--- src/rtl/gray_counter_pkg.sv ---
// ---------------------------------------------------------------------------
// gray_counter_pkg
//   Shared helpers for Gray-coded counters and pointers.
//   gc_max_width       : widest value the helper functions handle
//   bin2gray(b)        : binary -> Gray, b ^ (b >> 1)
//   gray2bin(g)        : Gray -> binary, prefix XOR from the MSB down
//   Narrower callers zero-extend their operand and keep the low bits of the
//   result. Zero extension does not change either mapping.
// ---------------------------------------------------------------------------
package gray_counter_pkg;

    localparam int unsigned gc_max_width = 32;

    function automatic logic [gc_max_width-1:0] bin2gray(
        input logic [gc_max_width-1:0] b
    );
        return b ^ (b >> 1);
    endfunction

    // Each binary bit is the XOR of all Gray bits at or above it.
    function automatic logic [gc_max_width-1:0] gray2bin(
        input logic [gc_max_width-1:0] g
    );
        logic [gc_max_width-1:0] b;
        b[gc_max_width-1] = g[gc_max_width-1];
        for (int i = gc_max_width - 2; i >= 0; i--) begin
            b[i] = b[i+1] ^ g[i];
        end
        return b;
    endfunction

endpackage

--- src/rtl/gray_counter_bin2gray_conv.sv ---
// ---------------------------------------------------------------------------
// bin2gray_conv
//   Purely combinational binary-to-Gray converter of a configurable width.
//   Ports:
//     bin   in   width  binary value
//     gray  out  width  Gray code of bin
// ---------------------------------------------------------------------------
module bin2gray_conv #(
    parameter int unsigned width = 4
) (
    input  logic [width-1:0] bin,
    output logic [width-1:0] gray
);
    // A logical right shift brings a zero into the MSB. Because of that the
    // Gray MSB equals the binary MSB, with no special case needed.
    assign gray = bin ^ (bin >> 1);

endmodule

--- src/rtl/gray_counter.sv ---
// ---------------------------------------------------------------------------
// gray_counter
//   Up/down counter. It keeps a binary count and a registered Gray copy that
//   changes exactly one bit per step. The Gray copy is safe for CDC
//   synchronisers. The counter supports synchronous load, enable, direction,
//   and either wrap or saturate at the limits.
//   Parameters:
//     width     count width in bits (>= 2)
//     saturate  0: wrap modulo 2^width, 1: hold at the limit
//   Ports:
//     clk     in   1      rising-edge clock
//     rst     in   1      synchronous active-high reset (wins over everything)
//     en      in   1      step enable
//     dir     in   1      1 = up, 0 = down (only used when en=1, load=0)
//     load    in   1      load b_in (wins over en)
//     b_in    in   width  binary load value
//     b_out   out  width  registered binary count
//     g_out   out  width  registered Gray count = b_out ^ (b_out >> 1)
//     tc_out  out  1      one-cycle pulse on a wrap or a blocked step
// ---------------------------------------------------------------------------
module gray_counter
    import gray_counter_pkg::*;
#(
    parameter int unsigned width    = 4,
    parameter bit          saturate = 1'b0
) (
    input  logic             clk,
    input  logic             rst,
    input  logic             en,
    input  logic             dir,
    input  logic             load,
    input  logic [width-1:0] b_in,
    output logic [width-1:0] b_out,
    output logic [width-1:0] g_out,
    output logic             tc_out
);

    localparam logic [width-1:0] count_one = {{(width-1){1'b0}}, 1'b1};
    localparam logic [width-1:0] count_max = {width{1'b1}};

    logic [width-1:0] b_q;
    logic [width-1:0] g_q;
    logic             tc_q;

    logic [width-1:0] b_next;
    logic [width-1:0] g_next;
    logic             tc_next;
    logic             at_max;
    logic             at_zero;

    assign at_max  = (b_q == count_max);
    assign at_zero = (b_q == '0);

    // Next-state mux: load, then step, then hold. Reset is applied in the
    // register block so that it overrides this whole mux.
    always_comb begin
        b_next  = b_q;
        tc_next = 1'b0;
        if (load) begin
            b_next = b_in;
        end else if (en) begin
            if (dir) begin
                if (at_max) begin
                    tc_next = 1'b1;
                    b_next  = saturate ? b_q : '0;
                end else begin
                    b_next = b_q + count_one;
                end
            end else begin
                if (at_zero) begin
                    tc_next = 1'b1;
                    b_next  = saturate ? b_q : count_max;
                end else begin
                    b_next = b_q - count_one;
                end
            end
        end
    end

    // The Gray value comes from the next-state binary value. Both registers
    // therefore load on the same edge and never disagree.
    bin2gray_conv #(
        .width (width)
    ) u_conv (
        .bin  (b_next),
        .gray (g_next)
    );

    always_ff @(posedge clk) begin
        if (rst) begin
            b_q  <= '0;
            g_q  <= '0;
            tc_q <= 1'b0;
        end else begin
            b_q  <= b_next;
            g_q  <= g_next;
            tc_q <= tc_next;
        end
    end

    assign b_out  = b_q;
    assign g_out  = g_q;
    assign tc_out = tc_q;

endmodule

--- config.mk ---
export PLATFORM = sky130hd
export DESIGN_NAME = gray_counter
export DESIGN_NICKNAME = d
export VERILOG_FILES = /design/src/rtl/gray_counter_pkg.sv /design/src/rtl/gray_counter_bin2gray_conv.sv /design/src/rtl/gray_counter.sv
export SDC_FILE = /design/constraint.sdc
export NUM_CORES = 1
export LEC_CHECK = 0
export CAP_MARGIN = 5
export CORE_AREA = 2 2 39 41
export DETAILED_ROUTE_END_ITERATION = 10
export DIE_AREA = 0 0 41 43
export GPL_ROUTABILITY_DRIVEN = 0
export PLACE_DENSITY = 0.64
export SLEW_MARGIN = 10
export SYNTH_ARGS = -nofsm -noshare
export SYNTH_HDL_FRONTEND = slang
export SYNTH_SLANG_ARGS = --single-unit
export TNS_END_PERCENT = 30
--- constraint.sdc ---
create_clock -name clk -period 2 [get_ports clk]
set_input_delay 0.4 -clock clk [delete_from_list [all_inputs] [get_ports clk]]
set_output_delay 0.4 -clock clk [all_outputs]
set_load 0.02 [all_outputs]
==> results.md <==
- Max FO, Critical Path: 5
- Number of flops mapped to enable cells by yosys: 0
- Distinct cell type count after synthesis: 29
- Die Wd: 41 um
- Drt first-iter violations: 11
- Synth top area cells: dfxtp_1 33%, nor2_1 7.0%, ha_1 5.2%
- CP max-delay cell: dfxtp_1
- Setup Buffers After CTS: 0
- Max Cap Viol: 0
- Worst vdd ir: 0.5016 mV
- Min Hold Slack: 0.6609 ns
- Global route overflow: 0
- Nets: 92
- Clk slew on worst S/H paths: 0.05 ns
- RSZ-0062 raised after global routing: no
- Die height: 43 um
- Clk sink count: 8
- Syn Nets: 69
- Relative slew slack: 77.07%
- CTS buffer count: 3
- Initial antenna violation count: 0
- FMAX: 544.4 MHz
- Vias: 489
- Routed wire per std cell: 11.09 um
- Layout area overhead: 45.88%
- Most frequent cell after synthesis: nor2_1
- Hold buffers post-CTS: 0
- Slew at the pin closest to its max-slew limit: 0.3411 ns
- Overall Global Routing Usage: 13.98%
- Min Tclk post-route: 1.837 ns
- Crit path cell chain: inv_2 -> ha_1 -> mux2_4 -> a211o_1 -> nand3_1 -> nor2_1 -> mux2_2
- TritonRoute pass-1 iters: 4
- IO Port Bufs: 17
- Vias in the first global route: 426
- Max-slew violation count: 0
- CTS tree: yes
- Root buffer cell: clkbuf_4
- Pwr Total: 471.9 uW
- Vias per std cell: 5.147
- Die area: 1763 um^2
- Diodes inserted: 0
- Ports: 18
- Cells after DPL: 92
- Startpoint Class: register
- Core area: 1384 um^2
- Global-route wire length before repair: 1669 um
- Leading area contributor after synthesis: dfxtp_1
- Clk_skew: 0.003678 ns
- Non-Filler Instances: 95
- Synth top area share: 32.99%
- Drc violations: 0
- HPWL Detailed: 832.7 um
- P_leak: 0.2886 nW
- Power Density: 666.4 nW/um^2
- Detailed Route WL: 1054 um
- Most frequent cells after synthesis: 9 x nor2_1, 8 x dfxtp_1, 4 x a21oi_1
- Yosys reg bits: 8
- Setup_tns: 0 ns
- Register area share after synthesis: 32.99%
- Worst path max stage delay: 0.42 ns
- Initial core utilization: 35.08%
- Ys flop type: dfxtp_1
- Max H-tree Level: 1
- Clock latency on the worst-skew pair: 0.25 ns
- Final setup vio count: 0
- Fin. Hold Viols: 0
- HP Class: reg -> reg
- Worst setup path class: reg -> reg
- Pin count of the biggest net entering global routing: 11
- Status: complete, no violations
- PnR worst setup slack: 0.1632 ns
- Syn Inst Count: 58
- Maximum root-to-sink buffer count: 2
- Final period util: 91.84%
- Post-cts gate resize count: 0
- Row count: 14
- Syn avg cell area: 8.370 um^2
- WP data arrival: 1.97 ns
- Cell Area, Synth: 485.5 um^2
- CP required: 2.14 ns
- Ys async rst share: 0%
- Synth warnings: 0
- Post-route ant nets: 0
- CP endpoint kind: register
- Pre-CTS setup slack: -0.07941 ns
- Layout cell share with drive strength beyond 1: 16.46%
==> cell families (layout without fill, tap and decap cells) <==
kind of cell / after synthesis / count (layout) / synth area share (%)
mux: 4 / 4 / 9.535
compound gates: 14 / 14 / 19.07
buf+inv: 8 / 29 / 8.763
simple gates: 19 / 19 / 19.07
xor+xnor: 3 / 3 / 5.413
fa+ha+maj: 2 / 2 / 5.154
flops: 8 / 8 / 32.99
==> cells in the final DEF (no fill, tap or decap) <==
| master | Yosys | final |
|---|---|---|
| dfxtp_1 | 8 | 8 |
| o311a_1 | 1 | 1 |
| nand4_1 | 1 | 1 |
| nor3_1 | 2 | 2 |
| mux2_2 | 1 | 1 |
| mux2_4 | 1 | 1 |
| inv_1 | 2 | 2 |
| a211o_1 | 1 | 1 |
| a41oi_1 | 1 | 1 |
| a21oi_1 | 4 | 4 |
| o31a_1 | 1 | 1 |
| xor2_1 | 2 | 2 |
| nand3_1 | 2 | 2 |
| a31oi_1 | 3 | 3 |
| nand2b_1 | 2 | 2 |
| clkdlybuf4s50_1 | 0 | 17 |
| xnor2_1 | 1 | 1 |
| or3b_2 | 1 | 1 |
| clkbuf_4 | 0 | 3 |
| nand2_1 | 1 | 1 |
| buf_4 | 1 | 5 |
| o31ai_1 | 1 | 1 |
| o21ai_0 | 2 | 2 |
| ha_1 | 2 | 2 |
| nor3b_1 | 1 | 1 |
| mux2i_1 | 2 | 2 |
| nor2_1 | 9 | 9 |
| inv_2 | 2 | 2 |
==> critical path: cells and delay by family (launching register included) <==
kind                       cells  cell delay (ns)
and+or+nand+nor                2             0.18
buffers and inverters          1             0.08
adders and majority gates      1             0.21
AOI/OAI and AO/OA              1             0.31
muxes                          2             0.53
DFF                            1             0.42
==> flip-flops by register name, indices dropped and copies added (netlist names) <==
| register | count |
|---|---|
| tc_out | 1 |
| b_out | 4 |
| g_out | 3 |
==> power breakdown <==
part / switching (mW) / internal (mW)
sequential: 0.0128 / 0.175
combinational: 0.0760 / 0.0876
clock: 0.0520 / 0.0685
total: 0.141 / 0.331
==> stage by stage <==
| step | instance area (um^2) | utilization (%) |
|---|---|---|
| 6_report | 708.2 | 51.18 |
| 5_1_grt | 708.2 | 51.18 |
| 4_1_cts | 708.2 | 51.18 |
| 3_5_place_dp | 685.7 | 49.55 |
| 3_3_place_gp | 685.7 | 49.55 |
| 2_1_floorplan | 485.5 | - |
==> area by class of cell <==
cell class | count | area [um^2]
inverters | 4 | 15.01
well taps | 16 | 20.02
multi-input cells | 42 | 282.8
flip-flops and latches | 8 | 160.2
clock buffers | 3 | 22.52
repair buffers | 22 | 207.7
fillers | 141 | 675.6
==> final timing paths <==
| check | start | endpoint | slack, ns | depth (start not counted) |
|---|---|---|---|---|
| min reg2reg | b_out[2] | tc_out | 0.66 | 2 |
| max | b_out[1] | g_out[2] | 0.16 | 7 |
| max reg2reg | b_out[1] | g_out[2] | 0.16 | 7 |
| min | b_out[2] | tc_out | 0.66 | 2 |
==> per-layer routing <==
metal	routed length, um	track usage (%)	up-vias
li1	-	-	249
met1	452	17.48	224
met2	513	20.00	16
met3	89	9.424	0
met4	0	2.000	0
met5	0	0	-
(Power assumes the default switching activity.)
==> patch: new RTL, config.mk and constraints unchanged <==
Register the inputs `en`, `dir`, `load` and `b_in` before use, with the module's reset. The logic sees them one clock later.
--- a/src/rtl/gray_counter.sv
+++ b/src/rtl/gray_counter.sv
@@ -40,2 +40,21 @@
 
+    logic en_q;
+    logic dir_q;
+    logic load_q;
+    logic [width-1:0] b_r;
+
+    always_ff @(posedge clk) begin
+        if (rst) begin
+            en_q   <= '0;
+            dir_q  <= '0;
+            load_q <= '0;
+            b_r    <= '0;
+        end else begin
+            en_q   <= en;
+            dir_q  <= dir;
+            load_q <= load;
+            b_r    <= b_in;
+        end
+    end
+
     logic [width-1:0] b_q;
@@ -58,6 +77,6 @@
         tc_next = 1'b0;
-        if (load) begin
-            b_next = b_in;
-        end else if (en) begin
-            if (dir) begin
+        if (load_q) begin
+            b_next = b_r;
+        end else if (en_q) begin
+            if (dir_q) begin
                 if (at_max) begin
Check against the original RTL: not equivalent (a bounded check fails within 4 cycles, from zero or initial values and one cycle with rst high).
==> patch against the original RTL <==
Synthesized area increased by 42%. Sequential cell count is 7 higher. Total power grew 45%. Wire length is 25% higher. Worst setup slack lost 0.054 ns. Design area up 24%. Register-to-register slack lost 0.04 ns. Highest routed layer is now met4. Worst hold slack got worse by 0.15 ns.
==> patch: results (changes against the original RTL) <==
| Metric | Value |
|---|---|
| Compound-cell area share of the yosys netlist | 17.6% (-1.5 points) |
| GRT Resource Usage Total | 18.8% (+4.8 points) |
| Hpwl dp | 931 µm (+12%) |
| Sequential fraction of the synthesis area | 43.6% (+11 points) |
| CP max stage cell | clkdlybuf4s50_1 |
| H-tree depth | 1 (unchanged) |
| Netlist cell types | 32 (+10%) |
| Max FO, Critical Path | 10 (+5) |
| Ys Warns | 0 (unchanged) |
| Post-Layout Cell Count | 104 (+9.5%) |
| Headroom to the max-slew limit | 78.5% (+1.4 points) |
| Vias in the first global route | 500 (+17%) |
| Cells after DPL | 100 (+8.7%) |
| LEAKAGE | 0.349 nW (+21%) |
| Setup Skew | 0.000519 ns (-0.00316 ns) |
| Max incr delay on CP | 0.68 ns (+0.26 ns) |
| Post-synth top cells | dfxtp_1 (15), nor2b_1 (8), nor2_1 (6) |
| Fillers | 126 (-11%) |
| Clock latency on the worst-skew pair | 0.28 ns (+0.03 ns) |
| Final WL | 1.31 mm (+25%) |
| Largest net degree at the start of global routing | 11 (unchanged) |
| Outcome | finished, final reports clean |
| Initial DRC count | 19 (+8) |
| Fraction of synthesized area in multiplexers | 3.27% (-6.3 points) |
| Clock-pin slew on the worst setup and hold paths | 0.09 ns (+0.04 ns) |
| Dpl cell area | 852 µm² (+24%) |
| Post-synthesis adder-cell area fraction | 3.63% (-1.5 points) |
| Worst EP arrival | 1.49 ns (-0.48 ns) |
| Mapped Cells | 71 (+22%) |
| VDD IR max | 0.456 mV (-9.0%) |
| XOR/XNOR share of the synthesized area | 5.08% (-0.33 points) |
| Global-route wire length before repair | 2.24 mm (+34%) |
| Synth area leaders | dfxtp_1 (44%), nor2b_1 (7.3%), xor2_1 (3.8%) |
| Vias | 543 (+11%) |
[patch: cell families after synthesis]
group / after synthesis
AOI/OAI and AO/OA: 15
xor gates and xnor gates: 4
adders and majority gates: 2
buffers and inverters: 10
DFF: 15
muxes: 2
and+or+nand+nor: 23
[patch: power by group]
group | internal (mW) | leakage (nW) | switching, mW | total, mW
Clock | 0.0741 | 0.0177 | 0.0994 | 0.173
Combinational | 0.0911 | 0.207 | 0.0714 | 0.162
Sequential | 0.323 | 0.124 | 0.0260 | 0.349
Total | 0.488 | 0.349 | 0.197 | 0.685
[patch: path summary, 6_finish.rpt]
kind,end,start,cells past startpoint,slack (ns)
worst max-delay path,b_out[3],b_out[3],1,0.11
worst min-delay path,b_out[0],b_r[0],2,0.51
worst max register to register,g_out[2],b_out[0],7,0.12
worst min register to register,b_out[0],b_r[0],2,0.51
[patch: per-stage QoR]
step	setup slack [ns]	power, mW
6_report	0.109	0.685
5_1_grt	0.0144	0.724
4_1_cts	0.0958	0.690
3_5_place_dp	0.148	0.518
3_3_place_gp	0.177	0.517
2_1_floorplan	0.132	0.459
[patch: per-layer routing]
layer  vias to the layer above  GRT usage, %  share of wire (%)
li1                        277             -                  -
met1                       249          27.0                 50
met2                        15          25.6                 44
met3                         2          5.24                4.4
met4                         0          8.00               0.84
met5                         -             0                  0
[patch: final cells by class]
type	count	area, µm²	share of cell area, %
multi-input combinational	46	335	38.1
tap	16	20.0	2.28
sequential	15	300	34.1
inverter	5	18.8	2.13
clock inverter	1	5.00	0.569
clock buffer	3	22.5	2.56
timing repair buffer	18	178	20.2
[patch: worst min-delay path, stage by stage, from the launching register on]
cell and delay, ns:
dfxtp_1 0.34, a21oi_2 0.07, nor2_1 0.07
